===== src/rtl/boot_pkg.sv =====
// Shared definitions for the boot loader: FSM states, byte-lane layout
// of the assembled word, and the default image size limit.
package boot_pkg;

  typedef enum logic [2:0] {
    COUNT = 3'd0,
    LOAD  = 3'd1,
    WRITE = 3'd2,
    CHECK = 3'd3,
    DONE  = 3'd4,
    ERROR = 3'd5
  } boot_state_t;

  // Little-endian lane layout: lane 0 is bits [7:0], lane 3 is bits [31:24].
  localparam int         LANE_W     = 8;
  localparam logic [1:0] LANE_FIRST = 2'd0;
  localparam logic [1:0] LANE_LAST  = 2'd3;

  // Largest image, in words, that the loader accepts by default.
  localparam int WORDS_MAX_DEFAULT = 64;

endpackage


===== src/rtl/boot_loader_word_assembler.sv =====
// Collects four bytes into one little-endian 32-bit word.
// word_full flags the strobe that completes the word, so the caller can
// leave its load state on the same edge that captures the last byte.
module word_assembler
  import boot_pkg::*;
(
  input  logic        clk,
  input  logic        reset,
  input  logic        clear,
  input  logic        strobe,
  input  logic [7:0]  data,
  output logic [31:0] word,
  output logic        word_full
);

  logic [1:0] lane;

  // Steer each strobed byte into the current lane and advance the lane counter.
  always_ff @(posedge clk) begin
    if (reset || clear) begin
      lane <= LANE_FIRST;
      word <= '0;
    end else if (strobe) begin
      word[lane*LANE_W +: LANE_W] <= data;
      lane                        <= lane + 2'd1;
    end
  end

  assign word_full = strobe && (lane == LANE_LAST);

endmodule


===== src/rtl/boot_loader.sv =====
// Boot loader: receives a counted byte image, writes it as words to memory
// from address 0, verifies an XOR checksum and then releases the core.
module boot_loader
  import boot_pkg::*;
#(
  parameter int WORDS_MAX = WORDS_MAX_DEFAULT,
  parameter int ADDR_W    = 32
) (
  input  logic              clk,
  input  logic              reset,
  input  logic              in_valid,
  input  logic [7:0]        in_data,
  output logic              in_ready,
  output logic              mem_we,
  output logic [ADDR_W-1:0] mem_addr,
  output logic [31:0]       mem_wd,
  output logic              load_active,
  output logic              cpu_reset,
  output logic              done,
  output logic              err,
  output logic [7:0]        words_loaded
);

  localparam logic [7:0] MAX_N = 8'(WORDS_MAX);

  boot_state_t state, state_next;
  logic [7:0]  word_count;
  logic [7:0]  checksum;
  logic        xfer;
  logic        asm_strobe;
  logic        asm_clear;
  logic        word_full;

  // in_ready is a pure function of state, so a transfer never depends on itself.
  assign xfer = in_valid && in_ready;

  // The write address follows the number of words already committed.
  assign mem_addr = ADDR_W'({words_loaded, 2'b00});

  word_assembler u_asm (
    .clk       (clk),
    .reset     (reset),
    .clear     (asm_clear),
    .strobe    (asm_strobe),
    .data      (in_data),
    .word      (mem_wd),
    .word_full (word_full)
  );

  // State register.
  always_ff @(posedge clk) begin
    if (reset) state <= COUNT;
    else       state <= state_next;
  end

  // Next-state decode and the per-cycle strobes to the word assembler.
  always_comb begin
    state_next = state;
    asm_strobe = 1'b0;
    asm_clear  = 1'b0;
    case (state)
      COUNT: begin
        if (xfer) begin
          if (in_data > MAX_N)     state_next = ERROR;
          else if (in_data == '0)  state_next = CHECK;
          else                     state_next = LOAD;
        end
      end
      LOAD: begin
        if (xfer) begin
          asm_strobe = 1'b1;
          if (word_full) state_next = WRITE;
        end
      end
      WRITE: begin
        asm_clear = 1'b1;
        if (words_loaded + 8'd1 == word_count) state_next = CHECK;
        else                                   state_next = LOAD;
      end
      CHECK: begin
        if (xfer) state_next = (in_data == checksum) ? DONE : ERROR;
      end
      DONE:    state_next = DONE;
      ERROR:   state_next = ERROR;
      default: state_next = COUNT;
    endcase
  end

  // Image length, running checksum and committed word count.
  always_ff @(posedge clk) begin
    if (reset) begin
      word_count   <= '0;
      checksum     <= '0;
      words_loaded <= '0;
    end else begin
      if (state == COUNT && xfer) word_count <= in_data;
      if (asm_strobe)             checksum   <= checksum ^ in_data;
      if (state == WRITE)         words_loaded <= words_loaded + 8'd1;
    end
  end

  // Registered status outputs, decoded from the state being entered so they
  // line up with the state register on every cycle.
  always_ff @(posedge clk) begin
    if (reset) begin
      in_ready    <= 1'b1;
      mem_we      <= 1'b0;
      load_active <= 1'b1;
      cpu_reset   <= 1'b1;
      done        <= 1'b0;
      err         <= 1'b0;
    end else begin
      in_ready    <= (state_next == COUNT) || (state_next == LOAD) || (state_next == CHECK);
      mem_we      <= (state_next == WRITE);
      load_active <= (state_next != DONE);
      cpu_reset   <= (state_next != DONE);
      done        <= (state_next == DONE);
      err         <= (state_next == ERROR);
    end
  end

endmodule

===== config.mk =====
export PLATFORM = sky130hd
export DESIGN_NAME = boot_loader
export DESIGN_NICKNAME = d
export VERILOG_FILES = /design/src/rtl/boot_pkg.sv /design/src/rtl/boot_loader_word_assembler.sv /design/src/rtl/boot_loader.sv
export SDC_FILE = /design/constraint.sdc
export NUM_CORES = 1
export LEC_CHECK = 0
export BUFFER_PORTS_ARGS = -buffer_cell sky130_fd_sc_hd__buf_2
export CAP_MARGIN = 20
export CELL_PAD_IN_SITES_DETAIL_PLACEMENT = 1
export CELL_PAD_IN_SITES_GLOBAL_PLACEMENT = 1
export CORE_ASPECT_RATIO = 1.2
export CORE_MARGIN = 1.5
export CORE_UTILIZATION = 30
export DETAILED_ROUTE_END_ITERATION = 7
export PLACE_DENSITY_LB_ADDON = 0.1
export SYNTH_ARGS = -nofsm -noshare
export SYNTH_HDL_FRONTEND = slang
export SYNTH_HIERARCHICAL = 1
export SYNTH_SLANG_ARGS = --single-unit

===== constraint.sdc =====
create_clock -name clk -period 6 [get_ports clk]
set_clock_uncertainty 0.1 [all_clocks]
set_input_delay 0.6 -clock clk [delete_from_list [all_inputs] [get_ports clk]]
set_output_delay 0.6 -clock clk [all_outputs]
set_load 0.005 [all_outputs]

==> results of run 1 <==
-- worst max-delay path, delay by kind of cell, from the launching register on --
kind,cells,cell delay [ns]
simple gates,6,1.10
flops,1,0.39
buf+inv,2,0.38
compound gates,2,0.24
-- worst max-delay path by stage --
| stage | end | slack, ns | cells after the start |
|---|---|---|---|
| final | mem_we | 3.72 | 10 |
| after global routing | mem_we | 3.45 | 10 |
| after CTS | u_asm/word[10] | 3.44 | 5 |
| after detailed placement | u_asm/word[12] | 3.43 | 5 |
| after global placement | mem_we | 3.51 | 11 |
| after floorplan | mem_we | 3.85 | 10 |
-- where the power goes --
part           switching (mW)  leakage (nW)  internal, mW
sequential             0.0117         0.534         0.452
clock                   0.197         0.163         0.387
combinational          0.0632         0.955        0.0371
total                   0.272          1.65         0.876
-- state kept, by name, summed over array words and instances, names as in the netlist --
register,count
in_ready,1
words_loaded,8
u_asm/word,32
err,1
mem_we,1
word_count,8
checksum,8
cpu_reset,1
u_asm/lane,2
done,1
state,3
-- layer usage --
| metal | wire length [um] | global-route usage | up-vias |
|---|---|---|---|
| met3 | 337 | 0.0410 | 6 |
| met2 | 4170 | 0.256 | 55 |
| li1 | - | - | 1302 |
| met1 | 3950 | 0.188 | 1289 |
| met5 | 0 | 0 | - |
| met4 | 111 | 0.0543 | 0 |
-- cells in the mapped netlist, types with 3 or more instances --
cell type,count,area share
nand3_1,4,0.0062
buf_4,33,0.076
nand2_1,44,0.051
xnor2_1,10,0.027
nor2b_1,3,0.0058
ha_1,6,0.023
buf_6,6,0.021
nand4b_1,8,0.022
xor2_1,21,0.057
nand4_1,19,0.037
nand2b_1,3,0.0058
dfxtp_1,66,0.41
clkbuf_1,7,0.0081
and3_1,3,0.0058
mux2i_1,9,0.028
and2_1,4,0.0077
inv_1,3,0.0035
a21oi_1,28,0.043
nor2_1,34,0.039
a32o_1,8,0.025
-- cell type report --
cell class                 count  area (um^2)
timing repair buffer          67          343
clock buffer                  12          256
fill                        1282         6710
tap                          129          161
sequential                    66         1320
inverter                       6         22.5
multi-input combinational    263         1630
clock inverter                 4         73.8
-- through the flow --
step,std cells,hold slack (ns),util,instance area [um^2]
global route,547,0.368,0.362,3800
floorplan,386,0.345,-,3330
detailed placement,530,0.349,0.330,3470
finish,547,0.352,0.362,3800
CTS,546,0.358,0.361,3800
global placement,530,0.342,0.330,3470
-- logic make-up (layout without fill, tap and decap cells) --
group | after synthesis | in the layout
fa+ha+maj | 6 | 6
buf+inv | 57 | 89
flops | 66 | 66
simple gates | 139 | 139
mux | 9 | 9
other cells | 1 | 24
xor+xnor | 31 | 31
compound gates | 54 | 54
==> impl_metrics.env, run 1 <==
export IMPL_yosysSeqAreaShare=0.407
export IMPL_synth_adder_area_share=0.0231
export IMPL_synth_xor_area_frac=0.0836
export IMPL_drt_iter0_markers=67
export IMPL_critPathSlowestCell="dfxtp_1"
export IMPL_initial_core_util=0.309
export IMPL_layout_setup_ws_ns=3.72
export IMPL_synth_edf_count=0
export IMPL_criticalPathCategory="reg -> reg"
export IMPL_grt_ovfl_total=0
export IMPL_place_hpwl_um=5850
export IMPL_max_vdd_ir_drop_mv=0.111
export IMPL_clk_path_buf_depth=2
export IMPL_synth_compound_area_frac=0.114
export IMPL_place_congestion=0.802
export IMPL_cts_buffers_inserted=9
export IMPL_place_ws_ns=3.43
export IMPL_drv_slew=0
export IMPL_cts_tree="yes"
export IMPL_synthArstFlopShare=0
export IMPL_startpoint_type="register"
export IMPL_drc=0
export IMPL_htree_num_levels=3
export IMPL_grt_pass1_vias=2556
export IMPL_clock_fmax_ghz=0.439
export IMPL_portBuffers=64
export IMPL_syn_inst=363
export IMPL_power_density_nw_per_um2=302
export IMPL_synth_mux_area_frac=0.0277
export IMPL_cp_startpoint="state[2]"
export IMPL_nets=430
export IMPL_n_antenna_cell=0
export IMPL_status="completed"
export IMPL_tns_ns=0
export IMPL_first_pass_iters=4
export IMPL_rsz0062_at_grt="no"
export IMPL_path_cells="nand2b_1, nor3_2, buf_4, nand2_1, inv_1, nand4b_1, nor2_1, a21oi_1, nand3_1, a21boi_1"
export IMPL_finalCriticalPeriod_ns=2.28
export IMPL_die_w_um=98.0
export IMPL_yosys_warnings=6
export IMPL_ant_nets=0
export IMPL_synthSimpleGateAreaFrac=0.224
export IMPL_grt_pass1_wl_um=13400
export IMPL_layout_common_cells="dfxtp_1, buf_2, nand2_1, nor2_1, a21oi_1"
export IMPL_antenna_found_initial=0
export IMPL_synth_top_family_by_area="simple AND/OR/NAND/NOR gates"
export IMPL_hold_class="reg -> reg"
export IMPL_critPathCaptureType="register"
export IMPL_synth_seq_cells=66
export IMPL_routed_wl_um=8570
export IMPL_syn_area_um2=3250
export IMPL_cts_sinks=66
export IMPL_p_leak_nw=1.65
export IMPL_ios=89
export IMPL_min_to="u_asm/word[30]"
export IMPL_worstPathRequired_ns=6.16
export IMPL_timing_final_crit_share=0.379
export IMPL_crit_path_max_incr_delay_ns=0.39
export IMPL_drv_cap=0
export IMPL_finalSetupViolCount=0
export IMPL_area_delta_synth_final_pct=17.1
export IMPL_post_cts_buffers=0
export IMPL_reg2reg_depth=10
export IMPL_crit_reg2reg_launch="state[2]"
export IMPL_core_um2=10500
export IMPL_synthFlopType="dfxtp_1"
export IMPL_grt_max_degree=29
export IMPL_drive_gt1_frac=0.220
export IMPL_syn_area_per_cell_um2=8.94
export IMPL_worst_pin_slew_ns=0.611
export IMPL_min_from="u_asm/word[30]"
export IMPL_slew_headroom=0.593
export IMPL_mostFrequentLayoutCell="dfxtp_1"
export IMPL_hold_viol=0
export IMPL_vias=2652
export IMPL_hold_buffers=0
export IMPL_track_usage=0.152
export IMPL_r2r_end="mem_we"
export IMPL_cts_resized=0
export IMPL_dieArea_um2=11500
export IMPL_synthDistinctLibCells=56
export IMPL_power_mw=1.15
export IMPL_die_y_um=117
export IMPL_insertion_delay_ns=0.33
export IMPL_critPathArrivalTime_ns=2.44
export IMPL_worst_setup_hold_path_clk_slew_ns=0.06
export IMPL_row_count=41
export IMPL_vias_per_cell=4.85
export IMPL_cts_root_buf="clkbuf_16"
export IMPL_drt_wirelength_per_cell_um=15.7
export IMPL_path_max_fanout=18
export IMPL_r2r_slack_ns=3.72
export IMPL_hold_path_cell_count=2
Note: power is estimated with default switching activity, not from simulation.
==> inputs of run 2 (changes only) <==
--- a/config.mk
+++ b/config.mk
@@ -5,6 +5,7 @@
 export SDC_FILE = /design/constraint.sdc
 export NUM_CORES = 1
 export LEC_CHECK = 0
+export ABC_AREA = 1
 export BUFFER_PORTS_ARGS = -buffer_cell sky130_fd_sc_hd__buf_2
 export CAP_MARGIN = 20
 export CELL_PAD_IN_SITES_DETAIL_PLACEMENT = 1
==> constraint.sdc (replaced) <==
create_clock -name clk -period 1.94 [get_ports clk]
set_clock_uncertainty 0.1 [all_clocks]
set_input_delay 0.194 -clock clk [delete_from_list [all_inputs] [get_ports clk]]
set_output_delay 0.194 -clock clk [all_outputs]
set_load 0.005 [all_outputs]
==> run 2 against run 1 <==
Net effect:
- clock power increased to 2.8 times the previous value
- largest power group unchanged
- synthesized cell count increased by 27%
- non-clock buffer count increased by 9
- final cell count increased by 22%
- utilization increased by 0.61 points
- die area increased by 2.6%
- area after synthesis increased by 2.7%
- critical endpoint is now state[0]
==> impl_metrics.env, run 2 <==
export IMPL_worstPathRequired_ns=2.04
export IMPL_reg2reg_depth=10
export IMPL_timing_final_crit_share=0.960
export IMPL_crit_reg2reg_launch="state[1]"
export IMPL_power_density_nw_per_um2=869
export IMPL_grt_pass1_vias=2932
export IMPL_routed_wl_um=9070
export IMPL_layout_common_cells="nand2_1, dfxtp_1, buf_2, a21oi_1, inv_1"
export IMPL_finalCriticalPeriod_ns=1.86
export IMPL_row_count=42
export IMPL_synthFlopType="dfxtp_1"
export IMPL_grt_pass1_wl_um=14700
export IMPL_drt_wirelength_per_cell_um=13.6
export IMPL_yosys_area_top_type_share=0.396
export IMPL_cts_root_buf="clkbuf_16"
export IMPL_largest_reg_flops=32
export IMPL_dp_cells=651
export IMPL_worst_pin_slew_ns=0.511
export IMPL_drv_cap=0
export IMPL_hold_ws_ns=0.103
export IMPL_dieArea_um2=11800
export IMPL_critPathCaptureType="register"
export IMPL_vias_per_cell=4.54
export IMPL_startpoint_type="register"
export IMPL_syn_area_per_cell_um2=7.23
export IMPL_synthSimpleGateAreaFrac=0.269
export IMPL_status="completed"
export IMPL_top_register="u_asm/word"
export IMPL_synth_edf_count=0
export IMPL_drt_iter0_markers=96
export IMPL_synth_top_family_by_area="simple AND/OR/NAND/NOR gates"
export IMPL_synth_seq_cells=66
export IMPL_regArea_um2=1320
export IMPL_cts_tree="yes"
export IMPL_vias=3025
export IMPL_synth_mux_area_frac=0
export IMPL_ant_nets=0
export IMPL_ios=89
export IMPL_yosys_top_cells_count="nand2_1, dfxtp_1, a21oi_1"
export IMPL_slew_headroom=0.659
export IMPL_track_usage=0.162
export IMPL_multi_input_area_um2=1610
export IMPL_drc=0
export IMPL_endpoint="state[0]"
export IMPL_initial_core_util=0.305
export IMPL_critPathArrivalTime_ns=1.96
export IMPL_path_max_fanout=5
export IMPL_mostFrequentLayoutCell="nand2_1"
export IMPL_finalSetupViolCount=0
export IMPL_cts_buffers_inserted=9
export IMPL_n_antenna_cell=0
export IMPL_cp_startpoint="state[1]"
export IMPL_place_hpwl_um=6850
export IMPL_drive_gt1_frac=0.219
export IMPL_antenna_found_initial=0
export IMPL_synthDistinctLibCells=33
export IMPL_synth_adder_area_share=0.0225
export IMPL_place_congestion=0.770
export IMPL_die_y_um=118
export IMPL_nets=547
export IMPL_area_delta_synth_final_pct=20.6
export IMPL_fillerInstances=1396
export IMPL_r2r_end="state[0]"
export IMPL_die_w_um=99.2
export IMPL_cts_sinks=66
export IMPL_worst_setup_hold_path_clk_slew_ns=0.06
export IMPL_ys_top_cells_by_area="dfxtp_1, nand2_1, a21oi_1"
export IMPL_syn_area_um2=3330
export IMPL_core_um2=10900
export IMPL_criticalPathCategory="reg -> reg"
export IMPL_grt_ovfl_total=0
export IMPL_post_cts_buffers=0
export IMPL_hold_viol=0
export IMPL_synthArstFlopShare=0
export IMPL_hold_buffers=0
export IMPL_synth_xor_area_frac=0.0263
export IMPL_rsz0062_at_grt="yes"
export IMPL_first_pass_iters=4
export IMPL_grt_max_degree=26
export IMPL_hold_class="in -> reg"
export IMPL_yosysSeqAreaShare=0.396
export IMPL_r2r_slack_ns=0.08
export IMPL_final_util=0.368
export IMPL_drv_slew=0
export IMPL_power_mw=3.49
export IMPL_yosys_warnings=6
export IMPL_insertion_delay_ns=0.33
export IMPL_fin_cells=667
export IMPL_clock_fmax_ghz=0.537
export IMPL_yosysMostFrequentCell="nand2_1"
export IMPL_portBuffers=64
export IMPL_max_vdd_ir_drop_mv=0.413
export IMPL_htree_num_levels=3
export IMPL_clk_path_buf_depth=2
export IMPL_synth_largest_area_cell="dfxtp_1"
export IMPL_p_leak_nw=1.96
export IMPL_synth_compound_area_frac=0.138
export IMPL_syn_inst=461
## run 2: changes by cell type after synthesis, moves of 9 or more
| cell | change |
|---|---|
| mux2i_1 | -9 |
| a21oi_1 | +28 |
| inv_1 | +41 |
| xor2_1 | -15 |
| o21ai_0 | +21 |
| nand2_1 | +70 |
| nand3_1 | +24 |
| nand4_1 | -16 |
## run 2: metal layers
metal	vias to the layer above	track usage	share of wire
met5	-	0	0
met4	0	0.0810	0.019
met3	12	0.0278	0.032
met2	57	0.274	0.50
met1	1395	0.196	0.45
li1	1561	-	-
## run 2: critical path: stages, from the launching register on
cell,delay (ns)
dfxtp_1,0.31
inv_1,0.12
nand2_1,0.09
inv_1,0.08
nand2_1,0.13
inv_1,0.14
nand2_4,0.05
inv_1,0.06
nand2_1,0.07
a211oi_1,0.42
a21oi_1,0.15
## run 2: worst min path at each step
stage	startpoint	to	cells after the start
4_1_cts	in_data[1]	word_count[1]	3
2_1_floorplan	reset	mem_we	1
3_5_place_dp	u_asm/word[14]	u_asm/word[14]	2
6_report	in_data[1]	word_count[1]	3
5_1_grt	in_data[0]	word_count[0]	3
3_3_place_gp	u_asm/word[4]	u_asm/word[4]	2
## run 2: timing repair
action                                 in CTS  in global routing
endpoints found under the hold margin       0                  0
gates resized for setup                     0                  1
setup endpoints to repair                   0                 18
## run 2: cell families after synthesis
group	Yosys count
compound gates	88
xor+xnor	10
fa+ha+maj	6
buf+inv	92
flops	66
other cells	1
simple gates	198
## run 2: cell type report
| type | instances | area share |
|---|---|---|
| clock buffer | 11 | 0.0629 |
| clock inverter | 5 | 0.0131 |
| inverter | 51 | 0.0482 |
| multi-input combinational | 326 | 0.401 |
| sequential | 66 | 0.329 |
| tap | 132 | 0.0411 |
| timing repair buffer | 76 | 0.105 |
## run 2: metrics by stage
stage / instance area, um^2 / setup WS [ns] / setup TNS, ns
floorplan: 3420 / 0.0128 / 0
global route: 4020 / -0.0530 / -0.457
global placement: 3710 / 0.196 / 0
detailed placement: 3710 / 0.111 / 0
finish: 4020 / 0.0771 / 0
CTS: 4020 / 0.0852 / 0
## run 2: where the power goes
group	leakage, nW	internal (mW)	switching (mW)
sequential	0.535	1.41	0.0347
combinational	1.27	0.126	0.265
clock	0.151	1.06	0.597
total	1.96	2.60	0.896
